### config.mk
export PLATFORM = sky130hd
export DESIGN_NAME = wb_project_decoder
export DESIGN_NICKNAME = d
export VERILOG_FILES = /design/src/rtl/wb_project_decoder.sv
export SDC_FILE = /design/constraint.sdc
export NUM_CORES = 1
export LEC_CHECK = 0
export CAP_MARGIN = 20
export CORE_AREA = 2 2 289 291
export CTS_BUF_LIST = sky130_fd_sc_hd__clkbuf_4 sky130_fd_sc_hd__clkbuf_8 sky130_fd_sc_hd__clkbuf_16
export DETAILED_ROUTE_END_ITERATION = 8
export DIE_AREA = 0 0 291 293
export SLEW_MARGIN = 10
export SYNTH_ARGS = -nofsm -noshare
export SYNTH_HDL_FRONTEND = slang
export SYNTH_SLANG_ARGS = --single-unit
### constraint.sdc
create_clock -name wb_clk_i -period 2.6 [get_ports wb_clk_i]
set_input_delay 0.52 -clock wb_clk_i [delete_from_list [all_inputs] [get_ports wb_clk_i]]
set_output_delay 0.52 -clock wb_clk_i [all_outputs]
set_load 0.01 [all_outputs]
### src/rtl/wb_project_decoder.sv
// Wishbone decoder and response mux for the shared user-area project slots.
// Optional status register at 0x3Fxx_xxxx is built when WB_DECODER_STATUS_EN is defined.
module wb_project_decoder #(
  parameter int          NUM_SLOTS = 16,
  parameter int          TIMEOUT   = 255,
  parameter logic [31:0] ERR_DATA  = 32'hBAD0_0000
) (
  input  logic                   wb_clk_i,
  input  logic                   wb_rst_i,
  input  logic                   wbs_stb_i,
  input  logic                   wbs_cyc_i,
  input  logic                   wbs_we_i,
  input  logic [3:0]             wbs_sel_i,
  input  logic [31:0]            wbs_adr_i,
  input  logic [31:0]            wbs_dat_i,
  output logic                   wbs_ack_o,
  output logic [31:0]            wbs_dat_o,
  input  logic [NUM_SLOTS-1:0]   active,
  output logic                   slot_cyc_o,
  output logic                   slot_we_o,
  output logic [NUM_SLOTS-1:0]   slot_stb_o,
  output logic [3:0]             slot_sel_o,
  output logic [31:0]            slot_adr_o,
  output logic [31:0]            slot_dat_o,
  input  logic [NUM_SLOTS-1:0]   slot_ack_i,
  input  logic [32*NUM_SLOTS-1:0] slot_dat_i,
  output logic                   timeout_o
);

  typedef enum logic [1:0] {IDLE, BUSY, RESP} state_t;

  state_t      state;
  logic [3:0]  slot_q;
  logic [7:0]  cnt;

  logic [3:0]   req_slot;
  logic [15:0]  act_pad;
  logic [15:0]  ack_pad;
  logic [511:0] dat_pad;
  logic [15:0]  req_onehot;
  logic         in_range;
  logic         user_space;
  logic         stat_space;
  logic         hit;
  logic         slot_ack;
  logic         to_fire;
  logic [31:0]  req_err;
  logic [31:0]  cur_err;
  logic [31:0]  slot_rd;

  assign req_slot   = wbs_adr_i[23:20];
  assign act_pad    = 16'(active);
  assign ack_pad    = 16'(slot_ack_i);
  assign dat_pad    = 512'(slot_dat_i);
  assign req_onehot = 16'h1 << req_slot;
  assign in_range   = {1'b0, req_slot} < 5'(NUM_SLOTS);
  assign user_space = wbs_adr_i[31:28] == 4'h3;
  assign stat_space = user_space && (wbs_adr_i[27:24] == 4'hF);
  assign hit        = user_space && !stat_space && in_range
                      && act_pad[req_slot];
  assign req_err    = ERR_DATA | {28'h0, req_slot};
  assign cur_err    = ERR_DATA | {28'h0, slot_q};
  assign slot_rd    = dat_pad[{slot_q, 5'b0} +: 32];
  assign slot_ack   = ack_pad[slot_q];
  // An ack in the final counted cycle still beats the timeout.
  assign to_fire    = (state == BUSY) && wbs_cyc_i && !slot_ack
                      && (cnt == 8'(TIMEOUT));

`ifdef WB_DECODER_STATUS_EN
  logic [7:0]  to_count;
  logic [3:0]  to_slot;
  logic [31:0] stat_word;

  assign stat_word = {8'h0, to_count, to_slot, 11'h0, timeout_o};

  always_ff @(posedge wb_clk_i) begin
    if (wb_rst_i) begin
      to_count <= '0;
      to_slot  <= '0;
    end else if (to_fire) begin
      to_slot <= slot_q;
      if (to_count != 8'hFF) to_count <= to_count + 8'd1;
    end
  end
`endif

  always_ff @(posedge wb_clk_i) begin
    if (wb_rst_i) begin
      state      <= IDLE;
      slot_q     <= '0;
      cnt        <= '0;
      wbs_ack_o  <= 1'b0;
      wbs_dat_o  <= '0;
      slot_cyc_o <= 1'b0;
      slot_we_o  <= 1'b0;
      slot_stb_o <= '0;
      slot_sel_o <= '0;
      slot_adr_o <= '0;
      slot_dat_o <= '0;
      timeout_o  <= 1'b0;
    end else begin
      unique case (state)
        IDLE: begin
          if (wbs_cyc_i && wbs_stb_i) begin
            slot_adr_o <= wbs_adr_i;
            slot_dat_o <= wbs_dat_i;
            slot_sel_o <= wbs_sel_i;
            slot_we_o  <= wbs_we_i;
            slot_q     <= req_slot;
            cnt        <= '0;
            if (hit) begin
              state      <= BUSY;
              slot_cyc_o <= 1'b1;
              slot_stb_o <= req_onehot[NUM_SLOTS-1:0];
`ifdef WB_DECODER_STATUS_EN
            end else if (stat_space) begin
              state     <= RESP;
              wbs_ack_o <= 1'b1;
              wbs_dat_o <= wbs_we_i ? 32'h0 : stat_word;
`endif
            end else begin
              state     <= RESP;
              wbs_ack_o <= 1'b1;
              wbs_dat_o <= req_err;
            end
          end
        end
        BUSY: begin
          if (!wbs_cyc_i) begin
            state      <= IDLE;
            slot_cyc_o <= 1'b0;
            slot_stb_o <= '0;
          end else if (slot_ack) begin
            state      <= RESP;
            wbs_ack_o  <= 1'b1;
            wbs_dat_o  <= slot_we_o ? 32'h0 : slot_rd;
            slot_cyc_o <= 1'b0;
            slot_stb_o <= '0;
          end else if (to_fire) begin
            state      <= RESP;
            wbs_ack_o  <= 1'b1;
            wbs_dat_o  <= cur_err;
            timeout_o  <= 1'b1;
            slot_cyc_o <= 1'b0;
            slot_stb_o <= '0;
          end else begin
            cnt <= cnt + 8'd1;
          end
        end
        RESP: begin
          wbs_ack_o <= 1'b0;
          state     <= IDLE;
        end
        default: state <= IDLE;
      endcase
    end
  end

endmodule

# After elaboration in Yosys (flattened, before gate mapping)
# Index checks and enable logic that the tools add are counted.
# word_totals
reg_bits	134
latchBits	0
ram_bits	0
romBits	0
inputBits	617
out_inout_bits	120
word_cells	90
mem_count	0
# op_classes
addsub	1
n_mul	0
div	0
n_lt_le_gt_ge	2
eq_ne	13
n_shift	2
muxes	40
bitwise_logic	1
reduce_logical	19
# op_table
operator	n
512-bit by 10-bit variable part select with 32-bit output	1
32-bit two-way mux	6
16-bit two-way mux	5
32-bit case mux with 2 select lines	1
8-bit two-way mux	4
16-bit case mux with 2 select lines	1
8-bit case mux with 2 select lines	1
1-bit by 4-bit left shift with 16-bit output, first input constant	1
5-bit AND reduction	3
1-bit two-way mux	12
2-bit != test, second input constant	6
4-bit by 5-bit less-than comparator with 1-bit output, second input constant	2
2-bit two-way mux	5
8-bit by 1-bit adder with 8-bit output, second input constant	1
1-bit binary-select mux with 4-bit select	2
8-bit equality test, second input constant	1
4-bit AND reduction	2
1-bit logical AND	7
4-bit by 2-bit equality test with 1-bit output, second input constant	1
4-bit equality test, second input constant	1
4-bit != test, second input constant	1
2-bit case mux with 2 select lines	1
2-bit AND reduction	2
3-bit != test, second input constant	1
9 further kinds	10

# Logic depth before layout (Yosys ltp)
# depth
word_depth	9
depth_mapped	10
mapped_depth_nobuf	7

# Least setup slack after synthesis
# Ideal clock, no wire load.
# synth_timing
path_type	input to register
startpoint	input wbs_adr_i[21]
endpoint	register wbs_dat_o[0]
setup_ps	117
arrival_ps	2231
required_ps	2483
path_slack_ps	251
stages	7
path_buffers	2
path_cell_list	buf_6 -> mux4_2 -> mux4_2 -> nand3_2 -> nand2_1 -> buf_2 -> a32o_1
# synth_between
elab_chain_cells	5
# synth_lines
element	line_no	text
from (decl)	14	input logic [31:0] wbs_adr_i,
1-bit binary-select mux with 4-bit select	60	&& act_pad[req_slot];
1-bit two-way mux (implied by the code)	60	
1-bit logical AND	60	
2-bit != test (no line)	n/a	
5-bit AND reduction (no line)	n/a	
to (signal assigned)	124	wbs_dat_o <= req_err;
to (signal assigned)	136	wbs_dat_o <= slot_we_o ? 32'h0 : slot_rd;
to (signal assigned)	142	wbs_dat_o <= cur_err;
to (decl)	17	output logic [31:0] wbs_dat_o,
# Every way passes these cells. The select of a mux whose other input is x is not followed.
# A chain may end at the register's enable or synchronous reset.

# Worst setup path after layout
# layout_timing
startpoint	input wbs_adr_i[22]
endpoint	register wbs_dat_o[15]
# The elaborated chain is that of the path after synthesis.

==> impl_metrics.ini <==
[critical_path]
crit_required_ps = 2950
ff2ff_path_depth = 8
rr_startpoint = slot_adr_o[20]
worst_r2r_endpoint = slot_stb_o[1]
worstPathArrival_ps = 2860
r2r_slack_ps = 190
cp-start-kind = input port
crit_fanout = 6
critPathCaptureType = flop
worstSetupPathType = in -> reg

[min_path]
worstHoldEndpoint = slot_adr_o[3]
holdPathStages = 2
min_path_type = in -> reg
worstHoldStart = wb_rst_i

[sta]
slew_headroom_pct = 46.5
fin_crit_ps = 2510
rsz0062_at_grt = false
timing.fmax_mhz = 398
fin_crit_sh_pct = 96.5
worst_pin_slew_ps = 803
hold_viol_final = 0
finalSetupViolCount = 0
finClkSkew_ps = 17.3
maxSlewViolCount = 0

[yosys]
synthDominantCellAreaShare_pct = 39.1
synthTopCellsByArea = mux4_2 39%, dfxtp_1 29%, nand2_1 7.9%
async_flop_share_pct = 0
yosysWarnings = 0
synth_common_cells = 190 x nand2_1, 157 x mux4_2, 130 x dfxtp_1, 99 x a21oi_1, 38 x clkbuf_1
synthCells = 850
ys.flop_type = dfxtp_1
netlist_area_sq_um = 9040
syn_nets = 1468
postSynthAreaPerCell_sq_um = 10.6
synth_cell_types = 48
synth_edf_count = 0
ys_seq_elements = 130
synth_most_common_cell = nand2_1
seq_area_frac_synth_pct = 28.8
yosysTopAreaCell = mux4_2

[global_route]
overflow = 0
grt_pass1_wl_um = 85600
grt_usage_pct = 14.3
antenna_found_initial = 37
grt_pass1_vias = 10797
grt_max_degree = 71

[power]
power.internal_w = 0.00493
clockPowerShare_pct = 35.4
p_seq_share_pct = 30.4
p_switching_w = 0.00201
power_w = 0.00694
p_per_area_nw_per_um2 = 367
ir_drop_mv = 0.420
combPwrFrac_pct = 34.2
sw_frac_of_total_pct = 28.9
p_leak_nw = 6.25

[floorplan]
pin_count = 737
die_h_um = 293
rows = 105
start_util_pct = 11.0
die_w_um = 291
core_sq_um = 81800
dieArea_sq_um = 85300

[clocking]
clock-root-buffer = clkbuf_16
ctsHoldBuffers = 0
cts_tree = built
cts_buffer_depth = 2
cts-buffers-inserted = 17
ctsHtreeMaxLevel = 4
clkLatencyLatePin_ps = 430
cts.sinks = 130
clk_pin_slew_worst_paths_ps = 70

[placement]
port_buffers = 736
place_hpwl_um = 55200
routabilityCongestion = 0.907
dp.cells = 2652
place_area_sq_um = 18200

[detailed_routing]
first_pass_iters = 6
routedWlPerCell_um = 23.6
drtIter0Drc = 570
wl_um = 63700
vias = 10597
post-route-drc-count = 0
vias_per_cell = 3.92
final_antenna_net_count = 0

[final_layout]
utilization_pct = 23.1
fin_cells = 2700
fin_nets = 2223
layout-drive-gt1-share_pct = 18.4
stdcell_area_sq_um = 18900
syn_to_final_growth_pct = 109

[status]
outcome = finished clean

[job]
cap_violations = 0
[how the worst max path moves through the flow]
stage | from | end | slack [ps] | depth (start not counted)
after floorplan | wbs_adr_i[21] | wbs_dat_o[0] | 250 | 7
after global placement | wbs_adr_i[21] | wbs_dat_o[2] | -480 | 9
after detailed placement | wbs_adr_i[21] | wbs_dat_o[2] | -490 | 9
after CTS | wbs_adr_i[21] | wbs_dat_o[2] | -30 | 9
after global routing | wbs_adr_i[22] | wbs_dat_o[15] | 30 | 8
final | wbs_adr_i[22] | wbs_dat_o[15] | 90 | 8
[what timing repair did]
item	CTS	global route
buffers inserted	0	0
pin swaps	0	4
endpoints found under the setup margin	14	40
gates cloned	0	4
resized for setup	1	12
[state kept, by name, indices dropped and copies added (netlist names)]
register and cells:
cnt 8, slot_stb_o 16, slot_adr_o 32, slot_cyc_o 1, slot_sel_o 4, state 2
timeout_o 1, wbs_dat_o 32, slot_we_o 1, slot_dat_o 32, wbs_ack_o 1
[worst max-delay path, stage by stage]
cell	delay, ps
clkdlybuf4s50_1	590
mux4_2	340
mux4_2	580
nand3_4	150
and2_4	260
clkbuf_16	190
nand3_1	70
a21oi_1	140
[cells by family (layout without fill, tap and decap cells)]
| family | count (synthesis) | in the layout | share of synthesized area (%) |
|---|---|---|---|
| compound gates | 137 | 137 | 8.70 |
| xor+xnor | 7 | 7 | 0.678 |
| fa+ha+maj | 1 | 1 | 0.138 |
| buf+inv | 88 | 856 | 4.42 |
| flops | 130 | 130 | 28.8 |
| mux | 189 | 189 | 42.8 |
| other cells | 0 | 12 | 0 |
| simple gates | 298 | 298 | 14.5 |
[power groups by stage]
stage               logic (W)  registers, W  clock network [W]
CTS                   0.00239       0.00211            0.00257
detailed placement    0.00238       0.00215                  0
global route          0.00253       0.00212            0.00264
floorplan            0.000786       0.00217                  0
global placement      0.00237       0.00215                  0
finish                0.00237       0.00211            0.00246
[metal layers]
| metal | vias to the layer above | part of all wire [%] | wire length, um | track usage, % |
|---|---|---|---|---|
| met5 | - | 0.30 | 190 | 0 |
| met4 | 30 | 2.0 | 1300 | 3.36 |
| met3 | 80 | 9.1 | 5770 | 5.36 |
| met2 | 546 | 47 | 29700 | 22.9 |
| met1 | 5158 | 42 | 26800 | 18.2 |
| li1 | 4783 | - | - | - |
[area by class of cell]
type                            instances  area, sq um
Antenna cell                           12         30.0
Clock buffer                           17          425
Clock inverter                         15          163
Fill cell                            8840        63000
Inverter                                5         20.0
Multi-Input combinational cell        632         6080
Sequential cell                       130         2610
Tap cell                             1070         1340
Timing Repair Buffer                  819         8220
[stage by stage]
| stage | setup slack (ps) | TNS, ps | hold WS (ps) |
|---|---|---|---|
| 2_1_floorplan | 251 | 0 | 471 |
| 3_3_place_gp | -478 | -22480 | 441 |
| 3_5_place_dp | -491 | -22450 | 446 |
| 4_1_cts | -30.7 | -98.7 | 360 |
| 5_1_grt | 25.7 | 0 | 382 |
| 6_report | 90.2 | 0 | 398 |
[placed cells by master (no fill, tap or decap), drive strengths merged, types with 2 or more instances in the layout]
cell / synthesis / layout
a2111oi: 2 / 2
a211oi: 2 / 2
a21oi: 99 / 99
a22o: 7 / 7
a22oi: 2 / 2
a311oi: 2 / 2
a32o: 2 / 2
and2: 4 / 4
and4: 4 / 4
buf: 45 / 82
clkbuf: 38 / 19
clkdlybuf4s50: 0 / 734
clkinv: 1 / 3
clkinvlp: 0 / 2
dfxtp: 130 / 130
diode: 0 / 12
inv: 4 / 14
mux2i: 31 / 31
mux4: 157 / 157
nand2: 190 / 190
nand2b: 4 / 4
nand3: 29 / 29
nand4: 2 / 2
nor2: 27 / 27
nor2b: 5 / 5
nor3: 23 / 23
nor4: 6 / 6
nor4b: 2 / 2
o21a: 2 / 2
o21ai: 5 / 5
o22ai: 8 / 8
xnor2: 7 / 7
No activity file was read; power rests on OpenSTA's default activity.
